### src/rtl/x_uart_pkg.sv
// Shared types and constants for the UART transmitter.
// Holds the FSM state encoding, data-bit count and bit-period helper.
package x_uart_pkg;

   localparam int unsigned c_uart_data_bits = 8;

   typedef enum logic [3:0] {
      IDLE,
      START,
      D0,
      D1,
      D2,
      D3,
      D4,
      D5,
      D6,
      D7,
      STOP
   } sm_uart_tx_t;

   // Clock cycles per bit, never fewer than two.
   function automatic int unsigned uart_bit_period(
      input int unsigned clk_hz,
      input int unsigned baud
   );
      int unsigned p;
      p = clk_hz / baud;
      return (p < 2) ? 2 : p;
   endfunction

endpackage

### src/rtl/x_top_uart_tx_fifo.sv
// Byte FIFO between the handshake side and the serialiser.
// Ports: i_clk, i_rst (async, high), push/wdata in, pop/rdata out,
// full/empty status. Pointers carry one extra wrap bit.
module x_top_uart_tx_fifo #(
   parameter int unsigned p_depth = 4
) (
   input  logic       i_clk,
   input  logic       i_rst,
   input  logic       push,
   input  logic       pop,
   input  logic [7:0] wdata,
   output logic [7:0] rdata,
   output logic       full,
   output logic       empty
);

   localparam int unsigned c_aw = $clog2(p_depth);

   logic [c_aw:0] wr_ptr_q;
   logic [c_aw:0] wr_ptr_d;
   logic [c_aw:0] rd_ptr_q;
   logic [c_aw:0] rd_ptr_d;
   logic [7:0]    mem_q [p_depth];
   logic          do_push;
   logic          do_pop;

   assign do_push = push & ~full;
   assign do_pop  = pop & ~empty;

   assign empty = (wr_ptr_q == rd_ptr_q);
   assign full  = (wr_ptr_q[c_aw] != rd_ptr_q[c_aw]) &&
                  (wr_ptr_q[c_aw-1:0] == rd_ptr_q[c_aw-1:0]);
   assign rdata = mem_q[rd_ptr_q[c_aw-1:0]];

   always_comb begin
      wr_ptr_d = wr_ptr_q;
      rd_ptr_d = rd_ptr_q;
      if (do_push) wr_ptr_d = wr_ptr_q + 1'b1;
      if (do_pop)  rd_ptr_d = rd_ptr_q + 1'b1;
   end

   always_ff @(posedge i_clk or posedge i_rst) begin
      if (i_rst) begin
         wr_ptr_q <= '0;
         rd_ptr_q <= '0;
      end else begin
         wr_ptr_q <= wr_ptr_d;
         rd_ptr_q <= rd_ptr_d;
      end
   end

   always_ff @(posedge i_clk) begin
      if (do_push) mem_q[wr_ptr_q[c_aw-1:0]] <= wdata;
   end

endmodule

### src/rtl/x_top_uart_tx.sv
// 8N1 UART transmitter with a small input FIFO.
// Ports: i_clk, i_rst (async, high), i_valid/o_ready/i_data byte
// handshake, o_tx registered serial line, o_busy activity flag.
module x_top_uart_tx
   import x_uart_pkg::*;
#(
   parameter int unsigned p_clk_hz = 1000000,
   parameter int unsigned p_baud   = 9600,
   parameter int unsigned p_depth  = 4
) (
   input  logic       i_clk,
   input  logic       i_rst,
   input  logic       i_valid,
   output logic       o_ready,
   input  logic [7:0] i_data,
   output logic       o_tx,
   output logic       o_busy
);

   localparam int unsigned c_bit_period = uart_bit_period(p_clk_hz, p_baud);
   localparam int unsigned c_tw = $clog2(c_bit_period);
   localparam logic [c_tw-1:0] c_last = c_tw'(c_bit_period - 1);

   sm_uart_tx_t state_q;
   sm_uart_tx_t state_d;
   logic [c_tw-1:0] timer_q;
   logic [c_tw-1:0] timer_d;
   logic [c_uart_data_bits-1:0] sh_q;
   logic [c_uart_data_bits-1:0] sh_d;
   logic tx_q;
   logic tx_d;
   logic busy_q;
   logic busy_d;

   logic       bit_tick;
   logic       fifo_push;
   logic       fifo_pop;
   logic [7:0] fifo_rdata;
   logic       fifo_full;
   logic       fifo_empty;

   assign fifo_push = i_valid & ~fifo_full;
   assign o_ready   = ~fifo_full;
   assign o_tx      = tx_q;
   assign o_busy    = busy_q;
   assign bit_tick  = (timer_q == c_last);

   x_top_uart_tx_fifo #(
      .p_depth(p_depth)
   ) u_fifo (
      .i_clk(i_clk),
      .i_rst(i_rst),
      .push (fifo_push),
      .pop  (fifo_pop),
      .wdata(i_data),
      .rdata(fifo_rdata),
      .full (fifo_full),
      .empty(fifo_empty)
   );

   always_comb begin
      state_d  = state_q;
      sh_d     = sh_q;
      fifo_pop = 1'b0;
      case (state_q)
         IDLE: begin
            if (!fifo_empty) begin
               fifo_pop = 1'b1;
               sh_d     = fifo_rdata;
               state_d  = START;
            end
         end
         START: begin
            if (bit_tick) state_d = D0;
         end
         D0, D1, D2, D3, D4, D5, D6, D7: begin
            if (bit_tick) begin
               sh_d = sh_q >> 1;
               if (state_q == D7) state_d = STOP;
               else state_d = sm_uart_tx_t'(state_q + 4'd1);
            end
         end
         STOP: begin
            if (bit_tick) begin
               if (!fifo_empty) begin
                  fifo_pop = 1'b1;
                  sh_d     = fifo_rdata;
                  state_d  = START;
               end else begin
                  state_d = IDLE;
               end
            end
         end
         default: state_d = IDLE;
      endcase
   end

   always_comb begin
      timer_d = timer_q + 1'b1;
      if (state_q == IDLE || bit_tick) timer_d = '0;
   end

   // Line level follows the next state so the flop leads the state
   // by nothing: the start bit appears on the same edge as START.
   always_comb begin
      tx_d = 1'b1;
      case (state_d)
         START: tx_d = 1'b0;
         D0, D1, D2, D3, D4, D5, D6, D7: tx_d = sh_d[0];
         default: tx_d = 1'b1;
      endcase
   end

   // Entering or staying in IDLE implies no pop and an empty FIFO
   // unless a byte lands on this same edge.
   always_comb begin
      busy_d = (state_d != IDLE) | fifo_push;
   end

   always_ff @(posedge i_clk or posedge i_rst) begin
      if (i_rst) begin
         state_q <= IDLE;
         timer_q <= '0;
         sh_q    <= '0;
         tx_q    <= 1'b1;
         busy_q  <= 1'b0;
      end else begin
         state_q <= state_d;
         timer_q <= timer_d;
         sh_q    <= sh_d;
         tx_q    <= tx_d;
         busy_q  <= busy_d;
      end
   end

endmodule

### config.mk
export PLATFORM = sky130hd
export DESIGN_NAME = x_top_uart_tx
export DESIGN_NICKNAME = d
export VERILOG_FILES = /design/src/rtl/x_uart_pkg.sv /design/src/rtl/x_top_uart_tx_fifo.sv /design/src/rtl/x_top_uart_tx.sv
export SDC_FILE = /design/constraint.sdc
export NUM_CORES = 1
export LEC_CHECK = 0
export BUFFER_PORTS_ARGS = -buffer_cell sky130_fd_sc_hd__buf_2
export CELL_PAD_IN_SITES_DETAIL_PLACEMENT = 0
export CELL_PAD_IN_SITES_GLOBAL_PLACEMENT = 1
export CORE_MARGIN = 1.5
export CORE_UTILIZATION = 45
export DETAILED_ROUTE_END_ITERATION = 12
export HOLD_SLACK_MARGIN = 0.03
export PLACE_DENSITY = 0.82
export SYNTH_ARGS = -nofsm -noshare
export SYNTH_HDL_FRONTEND = slang
export SYNTH_SLANG_ARGS = --single-unit
### constraint.sdc
create_clock -name i_clk -period 2.2 [get_ports i_clk]
set_input_delay 0.11 -clock i_clk [delete_from_list [all_inputs] [get_ports i_clk]]
set_output_delay 0.11 -clock i_clk [all_outputs]
set_load 0.02 [all_outputs]
---- After elaboration in Yosys (flattened, before gate mapping) ----
Memory sizes are Yosys's and may differ from the RTL's.
Index checks and enable logic that the tools add are counted.
word-level totals
  input bits .............................. 11
  memories kept ........................... 1
  memory bits (writable) .................. 32
  register bits after elaboration ......... 27
  word-level logic and storage cells ...... 70
cells by class
  $add $sub $neg .......................... 4
  reductions and logical operators ........ 8
  muxes and demuxes ....................... 18
  eq/ne operators ......................... 25
  bitwise gates (word level) .............. 6
memory list
  memory        depth  width  read ports  clocked after memory_dff  write ports  RTL line                  source
  u_fifo.mem_q  4      8      1           0                         1            x_top_uart_tx_fifo.sv:23  logic [7:0] mem_q [p_depth];
operators with widths
  kind                                                                    number
  4-bit by 3-bit equality test with 1-bit output (second input constant)  8
  8-bit 2-to-1 mux                                                        3
  8-bit one-hot mux with 3 select lines                                   1
  4-bit equality test (second input constant)                             5
  4-bit 2-to-1 mux                                                        5
  4-bit by 2-bit equality test with 1-bit output (second input constant)  4
  4-bit one-hot mux with 4 select lines                                   1
  8-bit OR reduction                                                      2
  4-bit by 1-bit equality test with 1-bit output (second input constant)  2
  7-bit by 1-bit adder with 7-bit output (second input constant)          1
  7-bit equality test (second input constant)                             1
  7-bit 2-to-1 mux                                                        1
  3-bit by 1-bit adder with 3-bit output (second input constant)          2
  1-bit 2-to-1 mux                                                        5
  4-bit by 1-bit adder with 4-bit output (second input constant)          1
  4-bit zero test                                                         1
  2-bit != test (second input constant)                                   2
  1-bit one-hot mux with 2 select lines                                   2
  4-bit nonzero test                                                      1
  1-bit bitwise AND                                                       3
  3-bit equality test                                                     1
  3-bit AND reduction                                                     1
  3-bit nonzero test                                                      1
  2-bit equality test                                                     1
  other kinds (5)                                                         6

---- Logic depth before layout (Yosys ltp) ----
  depth after elaboration ................. 7
  depth in mapped cells ................... 9
  depth with buffers taken out ............ 8

---- Hierarchy ----
From an unflattened synthesis, not the netlist that was laid out.
unflattened totals
  cells, all modules ...................... 237
  area total of the unflattened synthesis .. 3076.7 um^2
by module, submodules not included
  module              instances  seq. area each (um^2)  area each (um^2)  cells an instance
  x_top_uart_tx_fifo  1          1111.1                 1657.8            91
  x_top_uart_tx       1          526.8                  1418.9            146

---- Worst setup path after synthesis ----
No wires, ideal clock.
  path kind ............................... register to register
  start point ............................. reg state_q[0]
  end point ............................... reg tx_q, in the netlist o_tx
  setup slack ............................. 0.255 ns
  path buffers ............................ 1
  setup time .............................. 0.094 ns
  clock period less this slack ............ 1.945 ns
  arrival ................................. 1.851 ns
  data required time ...................... 2.106 ns
  stages on the path, launching flop included .. 10
  cell sequence ........................... dfrtp_1 -> inv_1 -> ha_1 -> nor2_1 -> a21oi_1 -> o21a_1 -> buf_6 -> o2bb2ai_2 -> or2_2 -> a2bb2oi_1
between the ends
  longest elaborated chain between the ends .. 7
RTL lines
  what                                                                           RTL line                                                       source
  start: declaration                                                             x_top_uart_tx.sv:24                                            sm_uart_tx_t state_q;
  start signal: assignment                                                       x_top_uart_tx.sv:128                                           state_q <= state_d;
  4-bit by 1-bit adder with 4-bit output or 4-bit equality test (tied branches)  x_top_uart_tx.sv:80, x_top_uart_tx.sv:65, x_top_uart_tx.sv:79
  4-bit 2-to-1 mux                                                               x_top_uart_tx.sv:79                                            if (state_q == D7) state_d = STOP;
  4-bit 2-to-1 mux                                                               x_top_uart_tx.sv:77                                            if (bit_tick) begin
  4-bit one-hot mux with 4 select lines (*)                                      x_top_uart_tx.sv:65                                            case (state_q)
  net state_d[3]                                                                 x_top_uart_tx.sv:25                                            sm_uart_tx_t state_d;
  4-bit by 2-bit equality test with 1-bit output, or another cell as far along   x_top_uart_tx.sv:107                                           case (state_d)
  8-bit OR reduction                                                             x_top_uart_tx.sv:107
  1-bit one-hot mux with 2 select lines (*)                                      x_top_uart_tx.sv:107
  net tx_d                                                                       x_top_uart_tx.sv:31                                            logic tx_d;
  end signal: assignment                                                         x_top_uart_tx.sv:131                                           tx_q <= tx_d;
  end: declaration                                                               x_top_uart_tx.sv:30                                            logic tx_q;
The timed path passes the listed nets; every way through them passes the cells marked *.
A chain may end at the register's enable or synchronous reset.

---- Worst setup path after layout ----
  start point ............................. reg state_q[0]
  end point ............................... reg sh_q[3]
between the ends
  longest elaborated chain between the ends .. 4
RTL lines
  what                                                           RTL line              source
  4-bit equality test, or another cell as far along              x_top_uart_tx.sv:65
  8-bit OR reduction                                             x_top_uart_tx.sv:65
  2-bit != test (no line) or 3-bit nonzero test (tied branches)  -
  3-bit AND reduction (no line)                                  -
  end signal: assignment                                         x_top_uart_tx.sv:124  sh_q <= '0;
  end signal: assignment                                         x_top_uart_tx.sv:130  sh_q <= sh_d;
  end: declaration                                               x_top_uart_tx.sv:28   logic [c_uart_data_bits-1:0] sh_q;
Parallel ways exist; a longest one is shown, timed or not.

==> impl_metrics.toml <==
[run_status]
outcome = "finished clean"

[power]
power_mw = 2.74
leakagePower_nw = 1.35
cellInternalPower_mw = 2.00
pwr-share-seq_pct = 50.3
pwr-share-comb_pct = 12.4
ir_drop_mv = 0.589
p_clk_share_pct = 37.3
power.net_switching_mw = 0.745
powerDensity_nw_per_um2 = 822
switching_share_pct = 27.2

[floorplan]
dieArea_sq_um = 6720
die_y_um = 82.0
core_area_sq_um = 5990
fp.dieW_um = 82.0
ios = 14
start_util_pct = 46.9
row_count = 28

[global_routing]
grt_max_degree = 28
grt_pass1_wl_mm = 8.39
grt_pass1_vias = 1779
overflow = 0
antenna_found_initial = 0
grt.total_usage_pct = 17.7

[final_layout]
drive_gt1_share_pct = 28.3
layout.nets = 260
antenna-diode-count = 0
layout_commonest_cell = "edfxtp_1"
layout_common_cells = "32 x edfxtp_1, 26 x dfrtp_1, 14 x buf_4, 13 x nor2_1, 13 x buf_2"
syn_to_final_growth_pct = 18.6
regArea_sq_um = 1640
finalNonFillerCells = 319
stdcell_area_sq_um = 3330
multi_input_area_sq_um = 1110
fin_util_pct = 55.6
fill_cells = 487

[place]
gp_congestion = 0.872
placedInstanceArea_sq_um = 3000
portBuffers = 13
dp_hpwl_mm = 3.37
pre_cts_ws_ns = -0.0178
dp_cells = 293

[drt]
drt-initial-drc-count = 54
route.vias.total = 1723
wire_per_inst_um = 16.1
drc_errors = 0
viasPerCell = 5.40
firstDrtPassIters = 4
drtAntennaViolNets = 0
wl_mm = 5.15

[yosys]
ys_async_sr_fraction_pct = 45.8
ys_top_cells_by_area = "edfxtp_1 34%, dfrtp_1 23%, mux4_1 7.5%"
synth-main-ff-cell = "edfxtp_1"
synth.distinct_cells = 44
ys_warn_count = 0
ys_seq_area_share_pct = 58.3
syn_inst = 198
synth-edff-count = 32
ys_ff_latch = 59
synthesis.nets = 219
synth_area_per_cell_sq_um = 14.2
synth_top_area_cell = "edfxtp_1"
syn_area_sq_um = 2810
netlist.area_leader.share_pct = 34.2

[setup_path]
cp.required_ns = 2.43
end_kind = "flip-flop"
cp_max_fo = 6
rr_worst_depth = 8
critPathArrivalTime_ns = 2.38
rr_endpoint = "sh_q[3]"
cp-start-kind = "flip-flop"
worstSetupEndpoint = "sh_q[3]"
criticalPathCategory = "reg -> reg"
reg2reg_from = "state_q[0]"
r2r_slack_ns = 0.05
critPathLaunch = "state_q[0]"

[clock_network]
cts_root_buf = "clkbuf_8"
clkSinkCount = 59
clkTransAtPathRegs_ns = 0.08
numCtsBuffers = 9
clk_path_buf_depth = 2
htree_levels = 3
clkLatencyLatePin_ns = 0.34
cts_tree = "yes"

[hold_path]
worst_hold_path_type = "in -> reg"

[sta]
final.period_utilization_pct = 97.7
drv_slew = 0
setup-violations-final = 0
setup_ws_ns = 0.0504
fin_worst_skew_ns = 0.00872
relSlewSlack_pct = 65.5
rsz0062_at_grt = "yes"
fmax_ghz = 0.465
whs_ns = 0.270
finalCriticalPeriod_ns = 2.15
worst_pin_slew_ns = 0.518
hold_viol_final = 0
tns_ns = 0

[flow_run]
cap_violations = 0
[synth_stat cells (2+ instances only)]
cell type and instances:
dfrtp_1 26, xor2_1 7, o21ai_0 10, inv_1 8
a21oi_1 6, ha_1 10, buf_6 5, and2_1 2
and3_1 7, a22o_1 6, a22o_2 6, mux4_1 8
nor2_1 14, xnor2_1 5, or3b_1 2, nand2_1 9
nor3b_2 2, mux2i_1 2, nand3_1 5, nor3_1 3
edfxtp_1 32
[logic make-up after synthesis]
logic type                 synth area share (%)
AOI/OAI and AO/OA                          11.2
xor gates and xnor gates                   3.74
adders and majority gates                  4.45
buffers and inverters                      3.56
DFF                                        58.3
muxes                                      8.60
and+or+nand+nor                            10.1
[critical path: stages, from the launching register on]
cell and delay, ns:
dfrtp_1 0.42, inv_1 0.10, ha_1 0.29, nor2_2 0.22, a21oi_2 0.12, o21a_2 0.27
buf_4 0.17, a22o_2 0.25, a22o_1 0.19
[power by group through the flow]
stage	clock network (mW)	logic, mW	registers, mW
global placement	0	0.326	1.40
floorplan	0	0.236	1.38
finish	1.02	0.340	1.38
global route	1.08	0.389	1.40
CTS	1.04	0.342	1.38
detailed placement	0	0.328	1.40
[timing repair]
item / 4_1_cts / 5_1_grt
pin swaps: 0 / 1
resized for setup: 1 / 10
hold buffers: 9 / 0
buffers inserted: 0 / 1
endpoints found under the hold margin: 58 / 0
endpoints found under the setup margin: 1 / 10
[layout make-up]
class / instances / area share (%)
Clock buffer: 9 / 3.72
Inverter: 8 / 0.901
Sequential cell: 59 / 49.2
Multi-Input combinational cell: 125 / 33.2
Timing Repair Buffer: 36 / 7.81
Clock inverter: 7 / 2.40
Tap cell: 75 / 2.82
[state kept, by name (all words and copies together) (netlist names)]
name and cells:
sh_q 8, o_tx 1, o_busy 1, state_q 4, u_fifo.mem_q 32, u_fifo.rd_ptr_q 3, u_fifo.wr_ptr_q 3, timer_q 7
[routing by layer]
layer,global-route usage (%),vias to the layer above,share of wire (%)
li1,-,836,-
met1,21.3,846,46
met2,28.9,29,48
met3,4.44,12,3.4
met4,10.2,0,2.5
met5,0,-,0
[how the worst min path moves through the flow]
stage	startpoint	endpoint	slack, ns	cells after the start
floorplan	i_rst	o_busy	0.16	1
global placement	i_rst	timer_q[5]	0.18	3
global route	i_valid	u_fifo.wr_ptr_q[0]	0.29	3
finish	i_valid	u_fifo.wr_ptr_q[0]	0.27	3
CTS	i_valid	u_fifo.wr_ptr_q[0]	0.26	3
detailed placement	i_rst	timer_q[0]	0.19	3
No activity file was read; power rests on OpenSTA's default activity.
